`config.mk`:
```
export PLATFORM = sky130hd
export DESIGN_NAME = stopwatch_bcd_counter
export DESIGN_NICKNAME = d
export VERILOG_FILES = /design/src/rtl/stopwatch_pkg.sv /design/src/rtl/bcd_digit.sv /design/src/rtl/stopwatch_bcd_counter.sv
export SDC_FILE = /design/constraint.sdc
export NUM_CORES = 1
export LEC_CHECK = 0
export CAP_MARGIN = 20
export CORE_MARGIN = 2
export CORE_UTILIZATION = 59
export CTS_CLUSTER_SIZE = 20
export DETAILED_ROUTE_END_ITERATION = 16
export PLACE_DENSITY = 0.92
export REMOVE_ABC_BUFFERS = 1
export SLEW_MARGIN = 25
export SYNTH_ARGS = -nofsm -noshare
export SYNTH_HDL_FRONTEND = slang
export SYNTH_HIERARCHICAL = 1
export SYNTH_SLANG_ARGS = --single-unit
```
`constraint.sdc`:
```
create_clock -name clk -period 5.4 [get_ports clk]
set_input_delay 1.62 -clock clk [delete_from_list [all_inputs] [get_ports clk]]
set_output_delay 1.62 -clock clk [all_outputs]
set_load 0.1 [all_outputs]
```
`src/rtl/stopwatch_pkg.sv`:
```
// Shared types and constants for the parametrised BCD stopwatch counter.
// Holds the control-state encoding and the single-digit BCD increment helper.
package stopwatch_pkg;

    localparam int         DIGIT_W = 4;
    localparam logic [3:0] BCD_MAX = 4'd9;

    typedef enum logic [1:0] {
        ST_IDLE  = 2'd0,
        ST_RUN   = 2'd1,
        ST_PAUSE = 2'd2,
        ST_FULL  = 2'd3
    } state_t;

    // Out-of-range codes fold back to 0 so a corrupted digit self-heals.
    function automatic logic [DIGIT_W-1:0] bcd_next(input logic [DIGIT_W-1:0] d);
        bcd_next = (d >= BCD_MAX) ? 4'd0 : d + 4'd1;
    endfunction

endpackage

```
`src/rtl/bcd_digit.sv`:
```
// One decade of the stopwatch chain: increments by one when enabled and
// rolls 9 -> 0, raising carry_out combinationally in the same cycle.
module bcd_digit
    import stopwatch_pkg::*;
(
    input  logic               i_clk,
    input  logic               i_rst_n,
    input  logic               i_clear,
    input  logic               i_en,
    output logic [DIGIT_W-1:0] o_digit,
    output logic               o_carry
);

    logic [DIGIT_W-1:0] r_digit;

    // Digit register: clear wins over increment.
    always_ff @(posedge i_clk or negedge i_rst_n) begin
        if (!i_rst_n) begin
            r_digit <= 4'd0;
        end else if (i_clear) begin
            r_digit <= 4'd0;
        end else if (i_en) begin
            r_digit <= bcd_next(r_digit);
        end else begin
            r_digit <= r_digit;
        end
    end

    assign o_digit = r_digit;
    assign o_carry = i_en && (r_digit >= BCD_MAX);

endmodule

```
`src/rtl/stopwatch_bcd_counter.sv`:
```
// Stopwatch: prescaler plus a chain of BCD digits with start/stop/clear control.
// Define STOPWATCH_LAP_EN to build the lap capture register; otherwise lap is ignored.
module stopwatch_bcd_counter
    import stopwatch_pkg::*;
#(
    parameter int CLK_HZ      = 50000000,
    parameter int TICK_HZ     = 10,
    parameter int INT_DIGITS  = 3,
    parameter int FRAC_DIGITS = 1,
    parameter int WRAP        = 1
)(
    input  logic                                        clk,
    input  logic                                        reset,
    input  logic                                        start,
    input  logic                                        stop,
    input  logic                                        clear,
    input  logic                                        lap,
    output logic                                        running,
    output logic                                        limite,
    output logic [DIGIT_W*(INT_DIGITS+FRAC_DIGITS)-1:0] count_bcd,
    output logic [DIGIT_W*(INT_DIGITS+FRAC_DIGITS)-1:0] lap_bcd,
    output logic                                        lap_valid
);

    localparam int               N_DIG    = INT_DIGITS + FRAC_DIGITS;
    localparam int               CNT_W    = DIGIT_W * N_DIG;
    localparam int               DIV      = CLK_HZ / TICK_HZ;
    localparam int               PRE_W    = (DIV > 1) ? $clog2(DIV) : 1;
    localparam logic [PRE_W-1:0] PRE_LAST = PRE_W'(DIV - 1);
    localparam logic             SAT      = (WRAP == 0);

    state_t             r_state;
    logic [PRE_W-1:0]   r_presc;
    logic               r_running;
    logic               r_limite;
    logic               w_tick;
    logic               w_full;
    logic               w_inc;
    logic [CNT_W-1:0]   w_count;
    logic [N_DIG-1:0]   w_en;
    logic [N_DIG-1:0]   w_carry;
    logic               w_unused_carry;

    assign w_tick         = (r_state == ST_RUN) && (r_presc == PRE_LAST);
    // In saturating mode a tick at all-nines must leave the digits untouched.
    assign w_inc          = w_tick && !(w_full && SAT);
    assign w_unused_carry = w_carry[N_DIG-1];

    // Full scale: every digit reads 9.
    always_comb begin
        w_full = 1'b1;
        for (int i = 0; i < N_DIG; i++) begin
            if (w_count[i*DIGIT_W +: DIGIT_W] != BCD_MAX) begin
                w_full = 1'b0;
            end else begin
                w_full = w_full;
            end
        end
    end

    genvar g;
    generate
        for (g = 0; g < N_DIG; g++) begin : g_digit
            if (g == 0) begin : g_lsd
                assign w_en[g] = w_inc;
            end else begin : g_upper
                assign w_en[g] = w_carry[g-1];
            end
            bcd_digit u_digit (
                .i_clk   (clk),
                .i_rst_n (reset),
                .i_clear (clear),
                .i_en    (w_en[g]),
                .o_digit (w_count[g*DIGIT_W +: DIGIT_W]),
                .o_carry (w_carry[g])
            );
        end
    endgenerate

    // Control FSM with prescaler and registered running/limite.
    always_ff @(posedge clk or negedge reset) begin
        if (!reset) begin
            r_state   <= ST_IDLE;
            r_presc   <= '0;
            r_running <= 1'b0;
            r_limite  <= 1'b0;
        end else if (clear) begin
            r_state   <= ST_IDLE;
            r_presc   <= '0;
            r_running <= 1'b0;
            r_limite  <= 1'b0;
        end else begin
            if (!SAT) begin
                r_limite <= 1'b0;
            end
            case (r_state)
                ST_IDLE: begin
                    if (start && !stop) begin
                        r_state   <= ST_RUN;
                        r_running <= 1'b1;
                    end
                end
                ST_RUN: begin
                    r_presc <= w_tick ? '0 : r_presc + PRE_W'(1);
                    if (w_tick && w_full) begin
                        r_limite <= 1'b1;
                    end
                    if (w_tick && w_full && SAT) begin
                        r_state   <= ST_FULL;
                        r_running <= 1'b0;
                    end else if (stop) begin
                        r_state   <= ST_PAUSE;
                        r_running <= 1'b0;
                    end
                end
                ST_PAUSE: begin
                    if (start && !stop) begin
                        r_state   <= ST_RUN;
                        r_running <= 1'b1;
                    end
                end
                ST_FULL: begin
                    r_state <= ST_FULL;
                end
                default: begin
                    r_state   <= ST_IDLE;
                    r_presc   <= '0;
                    r_running <= 1'b0;
                    r_limite  <= 1'b0;
                end
            endcase
        end
    end

    assign running   = r_running;
    assign limite    = r_limite;
    assign count_bcd = w_count;

`ifdef STOPWATCH_LAP_EN
    logic [CNT_W-1:0] r_lap_bcd;
    logic             r_lap_valid;

    // Lap capture takes the pre-increment count of the sampling edge.
    always_ff @(posedge clk or negedge reset) begin
        if (!reset) begin
            r_lap_bcd   <= '0;
            r_lap_valid <= 1'b0;
        end else if (clear) begin
            r_lap_bcd   <= '0;
            r_lap_valid <= 1'b0;
        end else if (lap && ((r_state == ST_RUN) || (r_state == ST_PAUSE))) begin
            r_lap_bcd   <= w_count;
            r_lap_valid <= 1'b1;
        end else begin
            r_lap_bcd   <= r_lap_bcd;
            r_lap_valid <= r_lap_valid;
        end
    end

    assign lap_bcd   = r_lap_bcd;
    assign lap_valid = r_lap_valid;
`else
    logic w_unused_lap;

    assign w_unused_lap = lap;
    assign lap_bcd      = '0;
    assign lap_valid    = 1'b0;
`endif

endmodule

```
==> flow_summary.ini <==
[worst_setup_path]
crit_type = flop to output port
crit_chain = clkdlybuf4s50_1
r2r_setup_slack_ps = 1840
slowest_delay_ps = 1190
rr_startpoint = r_presc[15]
critPathLaunchType = flop
required_ps = 3780
endpoint_kind = output port
crit_fanout = 8
timing.rr.end = g_digit[3].u_digit/o_digit[2]
critical_path_buf_inv_count = 1
ff2ff_path_depth = 10
worstPathArrival_ps = 1980
critical-path-top-delay-family = buffers and inverters
crit_start = g_digit[1].u_digit/o_digit[0]
crit_slowest_cell = clkdlybuf4s50_1

[routing]
drc = 0
wl_um = 5830
drtIter0Drc = 161
drtAntennaViolNets = 0
avgViaCountPerCell = 5.79
dr_total_vias = 2253
wl_per_cell_um = 15.0
firstDrtPassIters = 4

[sta]
fmax_mhz = 278
period_minus_slack_ps = 3600
hold_violations = 0
min_period_over_period = 0.666
setup_violations = 0
skew_ps = 3.73
rsz0062_at_grt = false
tns_ps = 0
worst_pin_slew_ps = 979
maxSlewHeadroom = 0.346
slew_violations = 0

[logic_synthesis]
ys_warn_count = 6
syn_area_per_cell_um2 = 9.74
synth.cell_area_um2 = 2940
syn_inst = 302

[grt]
grt_start_max_net_pins = 49
antenna_found_initial = 0
use_met2 = 0.409
grt_pass1_vias = 2241
grt_pass1_wl_um = 10100
use_met1 = 0.283
grt_busiest_layer = met2
met3_usage = 0.0379
grt_use_total = 0.233
grt_overflow = 0

[placed_design]
placed_cells = 382
port-buffer-count = 22
gp_congestion = 0.786
dp_hpwl_um = 4120

[die]
coreArea_um2 = 4750
chipHeight_um = 74.6
num_io_pins = 41
dieArea_um2 = 5560
row_count = 25
initial_core_util = 0.618
die_x_um = 74.6

[pwr]
p_int_uw = 456
p_clk_frac = 0.301
swShare = 0.348
powerDensity_nw_per_um2 = 220
p_leak_nw = 1.34
ir_worst_vdd_mv = 0.158
pwr-share-seq = 0.482
p_comb_frac = 0.216
p_switching_uw = 243

[clock_network]
clk_latency_ps = 300
cts_buffer_depth = 2
cts_hold_buf = 0
numCtsBuffers = 5
cts.sinks = 43
cts_resized = 0
cts_root_buffer = clkbuf_8
clk_pin_slew_ps = 80
cts_setup_buffers = 0
cts_tree = built
h-tree-depth = 2

[layout]
diodes = 0
syn_to_final_growth_pct = 8.34
final_nets = 341
final_cell_count_no_fill = 389
post_route_cells_drive_above_1_share = 0.118

[min_path]
worstHoldStart = running
min_to = running
hold-path-cell-count = 2
min_path_type = flop to flop

[flow_run]
cap_violations = 0

[outcome]
outcome = complete, no violations
## layout make-up
| type | instances | area [um2] |
|---|---|---|
| fillers | 396 | 1570 |
| repair buffers | 23 | 225 |
| well taps | 67 | 83.8 |
| inverters | 15 | 56.3 |
| flip-flops and latches | 43 | 1080 |
| multi-input cells | 234 | 1660 |
| clock buffers | 6 | 82.6 |
| clock inverters | 1 | 5.00 |
## cells in the final DEF (no fill, tap or decap), drive strengths merged, types with 7 or more instances in the layout
master / count
dfrtp: 43
nor2: 34
clkdlybuf4s50: 21
a21oi: 20
conb: 17
inv: 15
nand2: 14
ha: 13
nand3: 10
nand2b: 9
and3: 8
o21ai: 7
xnor2: 7
## sequential cells by signal (all words and copies together) (netlist names)
name and flops:
limite 1, r_state 2, g_digit.u_digit/o_digit 16, running 1
r_presc 23
## worst reg2reg max path, stage by stage (launching register included)
cell and delay (ps):
dfrtp_1 460, or4_1 590, nor4_4 500, nand2_4 140
inv_1 250, and2_1 360, and2_1 370, and2_1 360
and2b_1 180, a21oi_1 80, a211oi_2 190
## power by group through the flow
stage	combinational [mW]	sequential (mW)	clock (mW)
2_1_floorplan	0.0789	0.382	0
3_3_place_gp	0.149	0.343	0
3_5_place_dp	0.151	0.343	0
4_1_cts	0.151	0.337	0.215
5_1_grt	0.158	0.338	0.224
6_report	0.151	0.337	0.211
## per-layer routing
layer	up-vias	wire length [um]
met1	1109	2480
met5	-	0
met2	54	3020
met4	0	81
met3	8	257
li1	1082	-
## stage by stage
stage	instance area [um2]	worst slack, ps	hold WS [ps]	utilization	power [mW]
after floorplan	2790	2410	512	-	0.461
after global placement	3100	1650	531	0.651	0.492
after detailed placement	3100	1600	550	0.651	0.494
after CTS	3180	1790	582	0.669	0.703
after global routing	3190	1560	598	0.670	0.721
final	3190	1800	568	0.670	0.699
## how the worst max path moves through the flow
| stage | depth (start not counted) | slack [ps] | endpoint |
|---|---|---|---|
| after CTS | 1 | 1790 | count_bcd[4] |
| after global placement | 7 | 1650 | r_presc[13] |
| final | 1 | 1800 | count_bcd[4] |
| after floorplan | 10 | 2410 | g_digit[3].u_digit/o_digit[2] |
| after global routing | 10 | 1560 | g_digit[3].u_digit/o_digit[2] |
| after detailed placement | 7 | 1600 | r_presc[11] |
(Power assumes the default switching activity.)
